<file path="config.mk">
export PLATFORM = sky130hd
export DESIGN_NAME = mux_scan
export DESIGN_NICKNAME = d
export VERILOG_FILES = /design/src/rtl/mux_scan_pkg.sv /design/src/rtl/dwell_timer.sv /design/src/rtl/mux_scan.sv
export SDC_FILE = /design/constraint.sdc
export NUM_CORES = 1
export LEC_CHECK = 0
export BUFFER_PORTS_ARGS = -buffer_cell sky130_fd_sc_hd__buf_2
export CAP_MARGIN = 20
export CORE_MARGIN = 1.5
export CORE_UTILIZATION = 35
export CTS_BUF_LIST = sky130_fd_sc_hd__clkbuf_2
export DETAILED_ROUTE_END_ITERATION = 6
export GPL_TIMING_DRIVEN = 1
export PLACE_DENSITY_LB_ADDON = 0.1
export SETUP_SLACK_MARGIN = 0.1
export SLEW_MARGIN = 20
export SYNTH_ARGS = -nofsm -noshare
export SYNTH_HDL_FRONTEND = slang
export SYNTH_SLANG_ARGS = --single-unit
</file>
<file path="constraint.sdc">
create_clock -name clk -period 2.15 [get_ports clk]
set_input_delay 0.3225 -clock clk [delete_from_list [all_inputs] [get_ports clk]]
set_output_delay 0.3225 -clock clk [all_outputs]
set_load 0.01 [all_outputs]
</file>
<file path="src/rtl/mux_scan_pkg.sv">
// Shared types, defaults and helpers for the mux_scan channel selector.
// Imported by the top and by the dwell timer.
package mux_scan_pkg;

  localparam int DEF_WIDTH = 1;
  localparam int DEF_NCH   = 4;
  localparam int DEF_SELW  = 2;
  localparam int DEF_DWELL = 16;

  typedef enum logic [1:0] {
    MODE_MANUAL = 2'd0,
    MODE_SCAN   = 2'd1,
    MODE_HOLD   = 2'd2
  } mode_e;

  // ceil(log2(n)), never less than 1 so a DWELL=1 counter still has a bit
  function automatic int clog2_min1(input int n);
    int r;
    r = 0;
    for (int i = 0; i < 31; i++) begin
      if ((1 << i) < n) r = i + 1;
    end
    return (r < 1) ? 1 : r;
  endfunction

  // hold only has meaning while scanning
  function automatic mode_e mode_decode(input logic scan_en, input logic hold);
    if (!scan_en) return MODE_MANUAL;
    return hold ? MODE_HOLD : MODE_SCAN;
  endfunction

endpackage

</file>
<file path="src/rtl/dwell_timer.sv">
// Dwell counter for scan mode: counts 0..DWELL-1 while run is high and
// flags the terminal count so the channel index can step.
module dwell_timer
  import mux_scan_pkg::*;
#(
  parameter int DWELL = DEF_DWELL
) (
  input  logic clk,
  input  logic rst_n,
  input  logic run,
  input  logic clr,
  output logic tick
);

  localparam int              CW      = clog2_min1(DWELL);
  localparam logic [CW-1:0]   LP_TERM = CW'(DWELL - 1);

  logic [CW-1:0] r_count;
  logic          w_at_term;

  assign w_at_term = (r_count == LP_TERM);
  assign tick      = run && w_at_term;

  // clr wins over run so manual mode always parks the count at zero
  always_ff @(posedge clk or negedge rst_n) begin
    if (!rst_n) begin
      r_count <= '0;
    end else if (clr) begin
      r_count <= '0;
    end else if (run) begin
      r_count <= w_at_term ? '0 : r_count + CW'(1);
    end
  end

endmodule

</file>
<file path="src/rtl/mux_scan.sv">
// Registered N:1 channel selector with manual select and round-robin scan.
// ch and dout load on the same edge, so dout always reflects din[ch].
module mux_scan
  import mux_scan_pkg::*;
#(
  parameter int WIDTH = DEF_WIDTH,
  parameter int NCH   = DEF_NCH,
  parameter int SELW  = DEF_SELW,
  parameter int DWELL = DEF_DWELL
) (
  input  logic                 clk,
  input  logic                 rst_n,
  input  logic [NCH*WIDTH-1:0] din,
  input  logic [SELW-1:0]      sel,
  input  logic                 scan_en,
  input  logic                 hold,
  output logic [WIDTH-1:0]     dout,
  output logic [SELW-1:0]      ch,
  output logic                 ch_adv,
  output logic                 wrap
);

  localparam int              NSLOT   = 1 << SELW;
  localparam logic [SELW-1:0] LP_LAST = SELW'(NCH - 1);

  mode_e            w_mode;
  logic             w_run;
  logic             w_clr;
  logic             w_tick;
  logic [SELW-1:0]  w_ch_nxt;
  logic             w_adv_nxt;
  logic             w_wrap_nxt;
  logic [WIDTH-1:0] w_chan [NSLOT];

  logic [SELW-1:0]  r_ch;
  logic [WIDTH-1:0] r_dout;
  logic             r_ch_adv;
  logic             r_wrap;

  // Pad the channel table to the full select range so every index is defined
  for (genvar k = 0; k < NSLOT; k++) begin : g_chan
    if (k < NCH) begin : g_real
      assign w_chan[k] = din[k*WIDTH +: WIDTH];
    end else begin : g_pad
      assign w_chan[k] = '0;
    end
  end

  assign w_mode = mode_decode(scan_en, hold);
  assign w_run  = (w_mode == MODE_SCAN);
  assign w_clr  = (w_mode == MODE_MANUAL);

  dwell_timer #(
    .DWELL (DWELL)
  ) u_timer (
    .clk   (clk),
    .rst_n (rst_n),
    .run   (w_run),
    .clr   (w_clr),
    .tick  (w_tick)
  );

  always_comb begin
    w_ch_nxt   = r_ch;
    w_adv_nxt  = 1'b0;
    w_wrap_nxt = 1'b0;
    unique case (w_mode)
      MODE_MANUAL: begin
        // out-of-range selects are ignored, the current channel is kept
        if (sel <= LP_LAST) w_ch_nxt = sel;
      end
      MODE_SCAN: begin
        if (w_tick) begin
          w_adv_nxt = 1'b1;
          if (r_ch == LP_LAST) begin
            w_ch_nxt   = '0;
            w_wrap_nxt = 1'b1;
          end else begin
            w_ch_nxt = r_ch + SELW'(1);
          end
        end
      end
      default: ;
    endcase
  end

  always_ff @(posedge clk or negedge rst_n) begin
    if (!rst_n) begin
      r_ch     <= '0;
      r_dout   <= '0;
      r_ch_adv <= 1'b0;
      r_wrap   <= 1'b0;
    end else begin
      r_ch     <= w_ch_nxt;
      r_dout   <= w_chan[w_ch_nxt];
      r_ch_adv <= w_adv_nxt;
      r_wrap   <= w_wrap_nxt;
    end
  end

  assign ch     = r_ch;
  assign dout   = r_dout;
  assign ch_adv = r_ch_adv;
  assign wrap   = r_wrap;

endmodule

</file>
-- Yosys cells after proc, flatten, opt, wreduce, memory -nomap -nowiden
Cells that the tools add are included.
- reductions and logical operators: 3
- bitwise operators: 1
- equal/unequal tests: 3
- muxes and demuxes: 17
- $add $sub $neg: 2
- $lt $le $gt $ge: 2
- operators with widths (kind ; count):
    $mux 4 ; 3
    $mux 2 ; 5
    $mux 1 ; 7
    $add 4x1->4 const B ; 1
    $eq 4x4->1 const B ; 1
    $pmux 2 s2 ; 1
    $ge 3x3->1 const B ; 1
    $not 2->3 ; 1
    $add 2x1->2 const B ; 1
    $bmux 1 s2 ; 1
    $eq 2x1->1 const B ; 1
    $eq 2x2->1 const B ; 1
    $le 2x2->1 const B ; 1
    $logic_not 2->1 ; 1
    $reduce_bool 2->1 ; 1
    $logic_and 1x1->1 ; 1
- output and inout port bits: 5
- logic and storage cells: 33
- register bits: 9
- input port bits: 10

-- Logic depth before layout (Yosys ltp)
- word-level depth: 10
- gate-level depth with buffers: 5
- depth with buffers taken out: 5

-- Hierarchy
From an unflattened synthesis, not the netlist that was laid out.
- cell total of the unflattened synthesis: 43
- area, all modules: 467.9 sq um
- modules (own cells, without submodules) (module ; instances ; area an instance (sq um) ; cells an instance):
    mux_scan ; 1 ; 266.5 ; 22
    dwell_timer ; 1 ; 201.4 ; 21

-- Worst setup path after synthesis
OpenSTA, ideal clock, no wires.
- kind: register to register
- start point: register u_timer.r_count[0]
- end point: register r_dout (netlist: dout)
- path slack: 0.458 ns
- arrival: 1.607 ns
- stages on the path, launching flop included: 6
- clock period less this slack: 1.692 ns
- path through: dfrtp_1 ha_1 and4b_2 mux2i_1 or3b_1 a32oi_1
- longest elaborated chain between the ends: 8
- RTL lines (item ; line ; text):
    start, declared ; dwell_timer.sv:18 ; logic [CW-1:0] r_count;
    start signal, assigned ; dwell_timer.sv:31 ; r_count <= w_at_term ? '0 : r_count + CW'(1);
    $eq 4x4->1 ; dwell_timer.sv:21 ; assign w_at_term = (r_count == LP_TERM);
    $logic_and 1x1->1 ; dwell_timer.sv:22 ; assign tick = run && w_at_term;
    $mux 2 ; mux_scan.sv:73 ; if (w_tick) begin
    $pmux 2 s2 ; mux_scan.sv:67 ; unique case (w_mode)
    $not 2->3 (not written as such) ; mux_scan.sv:95 ; r_dout <= w_chan[w_ch_nxt];
    $bmux 1 s2 ; mux_scan.sv:95 ;
    $mux 1 (not written as such) (2 in a row) ; mux_scan.sv:95 ;
    end signal, assigned ; mux_scan.sv:95 ;
    end, declared ; mux_scan.sv:36 ; logic [WIDTH-1:0] r_dout;
Every way passes these cells. The select of a mux whose other input is x is not followed.
A chain may end at the register's enable or synchronous reset.

-- Worst setup path after layout
Ends and elaborated chain as after synthesis.

==> results.txt <==
Fillers: 128
Final Hold Viols: 0
Sequential power share: 52.4%
Register-to-register setup slack: 0.31 ns
Die area: 0.00157 sq mm
Worst-path maximum fanout: 5
Post-route minimum period: 1.84 ns
Synthesized area: 469 sq um
Crit share post-route: 85.5%
FMAX: 544 MHz
Kind of start point of the critical path: register
Maximum clock insertion buffer count: 2
Clock transition at path regs: 0.11 ns
Global-route wire length before repair: 1370 um
Number of synthesized register bits: 9
Hold depth: 3
I/O Buffers: 14
Synth Area per Inst: 10.4 sq um
Internal power: 0.000256 W
Power Total: 0.000353 W
RSZ-0062 raised after global routing: no
Most frequent cells in the layout: 14 x buf_2, 9 x dfrtp_1, 5 x nand2b_1, 5 x o21ai_0
Total power per unit cell area: 604 mW/mm^2
Number of I/O pins: 15
Slew @ Worst Pin: 0.334 ns
Switching power: 0.0000970 W
Final Max Tran Viols: 0
Hold EP: ch[1]
Post-DR wirelength/cell: 11.1 um
Largest net degree at the start of global routing: 14
Vias in the first global route: 348
HPWL after DPL: 633 um
Post-CTS Setup Bufs: 0
TritonCTS clock tree: done
Critical R2R Launch: u_timer.r_count[0]
WS Path Type: register to register
P&R area growth vs syn: 24.5%
Drt pass-1 iters: 3
CTS Hold Bufs: 1
Most common cell after layout, fill and taps aside: buf_2
Sw Ratio: 27.5%
Register area: 225 sq um
Rows: 13
Area of the multi-input gates: 240 sq um
Max-cap viol count: 0
Via count: 379
DR DRC count: 0
Max VDD drop: 0.000252 V
Worst reg2reg path depth: 5
Post-cts sizing count: 0
Initial Util: 37.0%
Hold/Removal Path Class: input port to register
Setup TNS: 0 ns
Yosys cell types: 20
Layout net count: 76
Worst path max stage delay: 0.44 ns
Layout cells sized above 1: 30.2%
Worst reg2reg endpoint: dout
Min-delay src: sel[1]
Chip height: 39.6 um
Clock share of power: 31.8%
Post-synth EDFFs: 0
Cell breakdown of the critical path: ha_1 -> and4b_2 -> mux2i_1 -> or3b_1 -> a32oi_1
Final setup violation count: 0
Setup Skew: 0.0193 ns
CP arrival: 2.00 ns
Critical-path cell with the highest stage delay: dfrtp_1
Via density: 4.86
ANT nets after route: 0
Placer Congestion: 0.655
Slew headroom: 77.1%
Ant. Diodes: 0
Total CTS buffers: 3
Worst skew pair latency: 0.25 ns
Synth Warn #: 0
Outcome: complete, no violations
Sequential cell area fraction in the yosys report: 48.0%
Detailed Route Iter0 Violations: 1
Die W: 39.6 um
Clock tree sinks: 9
Logic pwr share: 15.8%
WP data required: 2.31 ns
Initial antenna violation count: 0
Core ar.: 0.00127 sq mm
CP Capture Type: register
Synthesized net count: 57
Synthesized instance count: 45
Root Driver: clkbuf_2
Routed WL: 862 um
P_leak: 0.281 nW
GRT Util Overall: 13.9%
Total grt overflow: 0
Post-synth top flop: dfrtp_1
H-tree levels: 1
FFs w/ async S/R, synth: 100%
==> cells by family after synthesis <==
group | share of synthesized area (%)
and+or+nand+nor | 22.9
AOI/OAI and AO/OA | 14.7
DFF | 48.0
muxes | 6.40
adders and majority gates | 5.33
xor gates and xnor gates | 1.87
buffers and inverters | 0.799
==> layer usage <==
metal	vias up	share of wire, %	global-route usage (%)
li1	197	-	-
met1	170	47	16.3
met2	10	48	21.3
met3	2	3.9	3.41
met4	0	0.81	10.3
met5	-	0	0
==> worst max path at each step <==
stage                  startpoint   end  slack (ns)  cells after the start
2_1_floorplan  u_timer.r_count[0]  dout        0.46                      5
5_1_grt        u_timer.r_count[0]  dout        0.23                      5
6_report       u_timer.r_count[0]  dout        0.31                      5
3_5_place_dp   u_timer.r_count[0]  dout        0.36                      5
3_3_place_gp   u_timer.r_count[0]  dout        0.40                      5
4_1_cts        u_timer.r_count[0]  dout        0.32                      5
==> worst max-delay path: cells and delay by family, from the launching register on <==
family / cells / cell delay, ns
flip-flops: 1 / 0.44
AO/OA/AOI/OAI: 1 / 0.20
multiplexers: 1 / 0.18
AND/OR/NAND/NOR: 2 / 0.67
adder cells (fa/ha/maj): 1 / 0.25
==> synth_stat cells (2+ instances only) <==
cell	n	area share, %
dfrtp_1	9	48
nand2b_1	5	6.7
o21ai_0	5	5.3
nor2_1	4	3.2
mux2i_1	3	6.4
a21oi_1	2	2.1
and2_1	2	2.7
ha_1	2	5.3
nor2b_1	2	2.7
==> power by group through the flow <==
| stage | clock (W) | combinational (W) | sequential (W) |
|---|---|---|---|
| 6_report | 0.000112 | 0.0000556 | 0.000185 |
| 4_1_cts | 0.000116 | 0.0000567 | 0.000185 |
| 2_1_floorplan | 0 | 0.0000281 | 0.000191 |
| 3_3_place_gp | 0 | 0.0000544 | 0.000188 |
| 5_1_grt | 0.000129 | 0.0000636 | 0.000186 |
| 3_5_place_dp | 0 | 0.0000548 | 0.000188 |
==> cell type report <==
class	count	area share, %
timing repair buffer	15	13.7
multi-input combinational	35	41.1
tap	15	3.21
clock buffer	4	3.43
sequential	9	38.5
==> stage by stage <==
| step | setup slack [ns] | cell area (sq um) | instances | util (%) | hold slack, ns |
|---|---|---|---|---|---|
| finish | 0.311 | 584 | 78 | 46.1 | 0.317 |
| global route | 0.226 | 584 | 78 | 46.1 | 0.339 |
| CTS | 0.318 | 584 | 78 | 46.1 | 0.313 |
| detailed placement | 0.359 | 554 | 73 | 43.7 | 0.181 |
| global placement | 0.402 | 554 | 73 | 43.7 | 0.186 |
| floorplan | 0.458 | 469 | 45 | - | 0.0269 |
==> state kept, by name, indices dropped and copies added (netlist names) <==
name and flops:
wrap 1, ch 2, ch_adv 1, dout 1, u_timer.r_count 4
No activity file was read; power rests on OpenSTA's default activity.
